### src/rtl/imem_loader_pkg.sv
// Shared types and constants for the instruction-memory byte loader.
// Word geometry drives the pad-to-boundary rule in the loader.
package imem_loader_pkg;

   typedef enum logic [2:0] {
      IDLE,
      LOAD,
      PAD,
      DONE,
      ERR
   } state_t;

   localparam int         WORD_BYTES = 4;
   localparam int         OFS_W      = $clog2(WORD_BYTES);
   localparam logic [7:0] PAD_BYTE   = 8'h00;

endpackage

### src/rtl/imem_loader.sv
// Streams bytes into consecutive instruction-memory addresses, zero-pads to a word boundary and then releases the core.
// Writes appear one cycle after their transfer; in_ready is high only while loading, so the source stalls during pad/done/err.
module imem_loader
   import imem_loader_pkg::*;
#(
   parameter int ADDR_W = 8,
   parameter int DEPTH  = 256
) (
   input  logic              clk,
   input  logic              reset,
   input  logic              start,
   input  logic              in_valid,
   output logic              in_ready,
   input  logic [7:0]        in_data,
   input  logic              in_last,
   output logic              mem_we,
   output logic [ADDR_W-1:0] mem_addr,
   output logic [7:0]        mem_wdata,
   output logic              core_hold,
   output logic              done,
   output logic              overflow,
   output logic [ADDR_W:0]   byte_count
);

   localparam logic [ADDR_W:0] DEPTH_CNT = (ADDR_W+1)'(DEPTH);
   localparam logic [ADDR_W:0] CNT_ONE   = (ADDR_W+1)'(1);

   state_t              state, state_nxt;
   logic [ADDR_W:0]     count_q, count_nxt;
   logic                we_q, we_nxt;
   logic [ADDR_W-1:0]   addr_q, addr_nxt;
   logic [7:0]          wdata_q, wdata_nxt;
   logic                xfer;
   logic                aligned_nxt;

   assign in_ready    = (state == LOAD);
   assign xfer        = in_valid && in_ready;
   assign aligned_nxt = (count_nxt[OFS_W-1:0] == '0);

   always_comb begin
      state_nxt = state;
      count_nxt = count_q;
      we_nxt    = 1'b0;
      addr_nxt  = addr_q;
      wdata_nxt = wdata_q;

      case (state)
         IDLE: begin
            count_nxt = '0;
            if (start) begin
               state_nxt = LOAD;
            end
         end

         LOAD: begin
            if (xfer) begin
               // A byte arriving with the memory already full is dropped; the count saturates at DEPTH.
               if (count_q == DEPTH_CNT) begin
                  state_nxt = ERR;
               end else begin
                  we_nxt    = 1'b1;
                  addr_nxt  = count_q[ADDR_W-1:0];
                  wdata_nxt = in_data;
                  count_nxt = count_q + CNT_ONE;
                  if (in_last) begin
                     state_nxt = aligned_nxt ? DONE : PAD;
                  end
               end
            end
         end

         PAD: begin
            // DEPTH is word-aligned, so padding can never run past the end of memory.
            we_nxt    = 1'b1;
            addr_nxt  = count_q[ADDR_W-1:0];
            wdata_nxt = PAD_BYTE;
            count_nxt = count_q + CNT_ONE;
            if (aligned_nxt) begin
               state_nxt = DONE;
            end
         end

         DONE, ERR: begin
            if (start) begin
               state_nxt = LOAD;
               count_nxt = '0;
            end
         end

         default: begin
            state_nxt = IDLE;
            count_nxt = '0;
         end
      endcase
   end

   always_ff @(posedge clk or negedge reset) begin
      if (!reset) begin
         state   <= IDLE;
         count_q <= '0;
         we_q    <= 1'b0;
         addr_q  <= '0;
         wdata_q <= '0;
      end else begin
         state   <= state_nxt;
         count_q <= count_nxt;
         we_q    <= we_nxt;
         addr_q  <= addr_nxt;
         wdata_q <= wdata_nxt;
      end
   end

   assign mem_we     = we_q;
   assign mem_addr   = addr_q;
   assign mem_wdata  = wdata_q;
   assign byte_count = count_q;
   assign done       = (state == DONE);
   assign overflow   = (state == ERR);
   assign core_hold  = (state != DONE);

endmodule
### config.mk
export PLATFORM = sky130hd
export DESIGN_NAME = imem_loader
export DESIGN_NICKNAME = d
export VERILOG_FILES = /design/src/rtl/imem_loader_pkg.sv /design/src/rtl/imem_loader.sv
export SDC_FILE = /design/constraint.sdc
export NUM_CORES = 1
export LEC_CHECK = 0
export ABC_AREA = 1
export CAP_MARGIN = 0
export CORE_UTILIZATION = 47
export DETAILED_ROUTE_END_ITERATION = 8
export PLACE_DENSITY = 0.91
export SLEW_MARGIN = 25
export SYNTH_ARGS = -nofsm -noshare
export SYNTH_HDL_FRONTEND = slang
export SYNTH_SLANG_ARGS = --single-unit
### constraint.sdc
create_clock -name clk -period 1.9 [get_ports clk]
set_input_delay 0.475 -clock clk [delete_from_list [all_inputs] [get_ports clk]]
set_output_delay 0.475 -clock clk [all_outputs]
set_load 0.01 [all_outputs]
==> flow_summary.yaml, run 1 <==
power_and_ir_drop:
  switchingPower_uw: 1190
  seqPwrFrac: 0.305
  internal_power_uw: 1710
  sw_frac_of_total: 0.409
  power_uw: 2900
  p_per_area_nw_per_um2: 1370
  p_comb_frac: 0.544
  clkPwrFrac: 0.151
  vdd_ir_drop_max_v: 0.000659
  leakage_uw: 0.00100
setup_path:
  slowest_stage: "clkdlybuf4s50_1"
  critical_path.startpoint: "byte_count[2]$_DFFE_PN0P_"
  cp.required_ps: 1420
  path_buf_inv: 1
  r2r_start: "byte_count[0]$_DFF_PN0_"
  crit_chain: "clkdlybuf4s50_1"
  cp_max_fo: 4
  crit_path_start_kind: "flip-flop"
  crit_type: "flip-flop to primary output"
  endpoint_kind: "primary output"
  worst-path-stages: 1
  cp_data_arrival_time_ps: 1330
  cpPeakStageDelay_ps: 560
  path_delay_family: "buffers and inverters"
  ff2ff_path_depth: 11
timing:
  period_needed_ps: 1810
  finalHoldViolCount: 0
  rsz0062_at_grt: "false"
  timing.final.crit_share: 0.951
  max_slew_margin: 0.754
  fin_ws_ps: 93.2
  fmax_mhz: 553
  tightest_slew_ps: 369
  fin_skew_ps: 9.39
  drv_slew: 0
  setup_viol: 0
route:
  ant_nets: 0
  num_vias: 1347
  drt_pass1_iterations: 4
  drt_iter0_drc: 45
  wl_per_cell_um: 13.0
  drc_errors: 0
  vias_per_cell: 5.12
  routed_wirelength_mm: 3.41
clock_tree:
  cts.reportedPaths.clkPinSlew_ps: 100
  cts_max_level: 2
  cts_tree: "yes"
  cts.sinks: 29
  root_buffer: "clkbuf_4"
  clock_latency_ps: 340
  cts_buffers: 5
  cts_buffer_depth: 2
global_routing:
  grt_pass1_vias: 1275
  grt_usage: 0.222
  antenna_found_initial: 0
  overflow: 0
  grt_start_max_net_pins: 30
  grt_pass1_wl_mm: 5.56
place:
  dp_slack_ps: -37.3
  dp_hpwl_mm: 2.35
  numPortBuffers: 42
  routabilityCongestion: 0.807
synth:
  ys_seq_area_frac: 0.481
  synthDominantCellAreaShare: 0.481
  synthCells: 162
  ys_types: 28
  synth_area_sq_um: 1510
  synthesis.nets: 177
  yosys-top-cells-area: "dfrtp_1 (48%), nand2_1 (8.5%), a32o_1 (5.3%), nand2_2 (3.3%), nor2_1 (3.2%)"
  yosysTopAreaCell: "dfrtp_1"
  syn_avg_cell_area_sq_um: 9.32
  yosys_warnings: 0
  ys_ff_latch: 29
run:
  maxCapViolCount: 0
floorplan:
  coreArea_sq_um: 3050
  io-pin-count: 43
  dieArea_sq_um: 3440
  rows: 20
  initial_core_util: 0.495
  fp.dieW_um: 58.7
  die_h_um: 58.7
min_path:
  worstHoldPathType: "flip-flop to flip-flop"
  min_from: "mem_addr[3]$_DFFE_PN0P_"
  min_path_cells: 2
cells_and_area:
  area_growth_pct: 40.1
  final_layout_size_suffix_gt1_frac: 0.269
  num_antenna_cells: 0
  fillCellCount: 232
  nets: 233
run_status:
  status: "finished, final reports clean"
registers in the layout (all words and copies together), names as in the netlist:
signal and count:
mem_wdata 8, state 3, mem_addr 8, mem_we 1
byte_count 9
cell usage in the layout, fill, tap and decap left out, types with 5 or more instances in the layout:
master            n
clkdlybuf4s50_1  36
nand2_1          34
dfrtp_1          28
nor2_1           12
inv_1            11
buf_4            11
o21ai_0           9
inv_2             8
nand2_2           8
a32o_1            8
o21ai_1           5
clkbuf_4          5
per-stage QoR:
step / area [sq um] / std cells / util / setup TNS (ps) / hold WS (ps)
2_1_floorplan: 1510 / 162 / - / 0 / 179
3_3_place_gp: 2010 / 251 / 0.658 / -3.20 / 465
3_5_place_dp: 2010 / 251 / 0.658 / -99.4 / 471
4_1_cts: 2110 / 263 / 0.690 / 0 / 498
5_1_grt: 2120 / 263 / 0.693 / 0 / 519
6_report: 2120 / 263 / 0.693 / 0 / 495
cells in the mapped netlist (all sizes together):
cell / instances
nand2: 46
o21ai: 14
nor3: 4
inv: 20
nand3b: 1
nand3: 6
a221oi: 1
a21oi: 1
o21a: 4
clkinv: 1
ha: 2
nor3b: 2
o21bai: 1
a32o: 8
buf: 4
nor2: 18
dfrtp: 29
layout make-up:
class	instances	area (sq um)	share of cell area
Clock buffer	7	65.1	0.0308
Clock inverter	1	5.00	0.00237
Inverter	21	80.1	0.0378
Multi-Input combinational cell	108	684	0.323
Sequential cell	29	727	0.344
Tap cell	44	55.1	0.0260
Timing Repair Buffer	53	499	0.236
path summary, 6_finish.rpt:
check                                          end  slack, ps
max                                  byte_count[2]         90
min in group asynchronous  byte_count[0]$_DFF_PN0_        510
min reg2reg                mem_addr[3]$_DFFE_PN0P_        500
max reg2reg                   state[0]$_DFFE_PN0P_        160
min                        mem_addr[3]$_DFFE_PN0P_        500
max in group asynchronous     state[2]$_DFFE_PN0P_       1100
metal layers:
metal / vias to the layer above / GRT usage / part of all wire
met3: 4 / 0.0659 / 0.055
li1: 644 / - / -
met4: 0 / 0.0884 / 0.013
met1: 654 / 0.268 / 0.44
met2: 45 / 0.374 / 0.49
met5: - / 0 / 0
cells by family (layout without fill, tap and decap cells):
logic type	after synthesis	in the layout	synth area share
AO/OA/AOI/OAI	29	29	0.145
adder cells (fa/ha/maj)	2	2	0.0166
buffers and inverters	25	82	0.0712
flip-flops	29	29	0.481
AND/OR/NAND/NOR	77	77	0.287
power by group through the flow:
stage	Combinational [uW]	Clock, uW	Sequential [uW]
after floorplan	862	0	982
after global placement	1500	0	896
after detailed placement	1540	0	901
after CTS	1590	446	882
after global routing	1730	472	904
final	1580	438	885
what timing repair did:
item                                    in CTS  in global routing
buffers inserted                             4                  0
endpoints found under the hold margin        0                  0
hold buffers                                 0                  0
gates resized for setup                      5                  7
endpoints found under the setup margin       4                  7
Note: power is estimated with default switching activity, not from simulation.
==> run 2: changes to the inputs <==
--- a/config.mk
+++ b/config.mk
@@ -10,6 +10,7 @@
 export CORE_UTILIZATION = 47
 export DETAILED_ROUTE_END_ITERATION = 8
 export PLACE_DENSITY = 0.91
+export SKIP_LAST_GASP = 1
 export SLEW_MARGIN = 25
 export SYNTH_ARGS = -nofsm -noshare
 export SYNTH_HDL_FRONTEND = slang
==> run 2 against run 1 <==
  * Cell area shrank 0.12%
  * Via count is 0.67% lower
  * Total power hardly changed
  * Clock power is essentially flat
  * Combinational power about the same
  * Routed wire length grew 0.29%
  * Final cell count unchanged
  * Critical path depth unchanged
  * Count of clock-buffer cells in the layout unchanged
  * Critical path type unchanged
==> flow_summary.yaml, run 2 (synthesized netlist as in run 1, its figures left out) <==
setup_path:
  cpPeakStageDelay_ps: 570
  critical_path.startpoint: "byte_count[2]$_DFFE_PN0P_"
  crit_type: "flip-flop to primary output"
  cp.required_ps: 1420
  r2r_end: "state[0]$_DFFE_PN0P_"
  r2r_start: "byte_count[0]$_DFF_PN0_"
  path_buf_inv: 1
  crit_path_start_kind: "flip-flop"
  crit_chain: "clkdlybuf4s50_1"
  rrSetupSlack_ps: 150
  slowest_stage: "clkdlybuf4s50_1"
  cp_max_fo: 4
  cp_data_arrival_time_ps: 1330
  endpoint: "byte_count[2]"
  worst-path-stages: 1
  path_delay_family: "buffers and inverters"
  ff2ff_path_depth: 11
  endpoint_kind: "primary output"
route:
  drt_iter0_drc: 45
  routed_wirelength_mm: 3.42
  vias_per_cell: 5.09
  wl_per_cell_um: 13.0
  drt_pass1_iterations: 4
  drc_errors: 0
  ant_nets: 0
  num_vias: 1338
timing:
  timing.final.crit_share: 0.953
  drv_slew: 0
  max_slew_margin: 0.748
  rsz0062_at_grt: "true"
  tightest_slew_ps: 378
  fmax_mhz: 553
  holdWs_ps: 495
  fin_skew_ps: 10.5
  period_needed_ps: 1810
  finalHoldViolCount: 0
  setup_viol: 0
power_and_ir_drop:
  sw_frac_of_total: 0.410
  internal_power_uw: 1710
  leakage_uw: 0.00100
  p_comb_frac: 0.544
  clkPwrFrac: 0.151
  power_uw: 2900
  switchingPower_uw: 1190
  seqPwrFrac: 0.305
  p_per_area_nw_per_um2: 1370
  vdd_ir_drop_max_v: 0.000660
clock_tree:
  cts_buffer_depth: 2
  cts_buffers: 5
  cts_tree: "yes"
  root_buffer: "clkbuf_4"
  cts.sinks: 29
  cts_max_level: 2
  cts.reportedPaths.clkPinSlew_ps: 100
  clock_latency_ps: 340
place:
  dp_hpwl_mm: 2.35
  routabilityCongestion: 0.807
  numPortBuffers: 42
global_routing:
  overflow: 0
  grt_pass1_wl_mm: 5.56
  grt_pass1_vias: 1275
  grt_start_max_net_pins: 30
  antenna_found_initial: 0
  grt_usage: 0.222
floorplan:
  dieArea_sq_um: 3440
  initial_core_util: 0.495
  rows: 20
  io-pin-count: 43
  coreArea_sq_um: 3050
  fp.dieW_um: 58.7
  die_h_um: 58.7
cells_and_area:
  seqCellArea_sq_um: 727
  largest_reg_flops: 9
  nets: 233
  num_antenna_cells: 0
  final_common_cell: "clkdlybuf4s50_1"
  layout_common_cells: "clkdlybuf4s50_1 (36), nand2_1 (34), dfrtp_1 (28)"
  fillCellCount: 232
  multiInputGateArea_sq_um: 682
  area_growth_pct: 39.9
  final_layout_size_suffix_gt1_frac: 0.265
min_path:
  worstHoldPathType: "flip-flop to flip-flop"
run_status:
  status: "finished, final reports clean"
run:
  maxCapViolCount: 0
run 2: cell counts in the layout (fill, tap and decap cells not counted):
Identical to the previous run, type by type.
run 2: timing repair:
action,CTS,global route
setup endpoints to repair,4,7
hold buffers,0,0
resized for setup,5,6
setup buffers,4,0
run 2: stage by stage:
stage	cells	worst slack (ps)	instance area [sq um]	util	setup TNS [ps]
after floorplan	162	209	1510	-	0
after global routing	263	-34.7	2110	0.692	-34.7
final	263	90.1	2110	0.692	0
after detailed placement	251	-37.3	2010	0.658	-99.4
after CTS	263	7.90	2110	0.690	0
after global placement	251	-3.20	2010	0.658	-3.20
run 2: area by class of cell:
type | count | share of cell area
multi-input combinational | 108 | 0.323
inverter | 21 | 0.0379
clock buffer | 7 | 0.0308
clock inverter | 1 | 0.00237
timing repair buffer | 53 | 0.236
tap | 44 | 0.0261
sequential | 29 | 0.344
run 2: power groups by stage:
stage / registers [uW] / clock network (uW) / logic, uW
floorplan: 982 / 0 / 862
global placement: 896 / 0 / 1500
detailed placement: 901 / 0 / 1540
CTS: 882 / 446 / 1590
global route: 904 / 472 / 1730
finish: 885 / 439 / 1580
run 2: worst min path at each step:
stage	endpoint	startpoint	slack, ps	cells past startpoint
after global placement	mem_addr[6]$_DFFE_PN0P_	mem_addr[6]$_DFFE_PN0P_	460	2
after CTS	mem_addr[2]$_DFFE_PN0P_	mem_addr[2]$_DFFE_PN0P_	500	2
after floorplan	byte_count[0]$_DFF_PN0_	reset	180	0
final	mem_addr[3]$_DFFE_PN0P_	mem_addr[3]$_DFFE_PN0P_	490	2
after global routing	mem_wdata[3]$_DFFE_PN0P_	mem_wdata[3]$_DFFE_PN0P_	520	1
after detailed placement	mem_addr[6]$_DFFE_PN0P_	mem_addr[6]$_DFFE_PN0P_	470	2
run 2: layer usage:
layer | vias to the layer above | global-route usage | routed length, um
li1 | 644 | - | -
met1 | 656 | 0.268 | 1570
met2 | 34 | 0.374 | 1660
met3 | 4 | 0.0659 | 151
met4 | 0 | 0.0884 | 43
met5 | - | 0 | 0
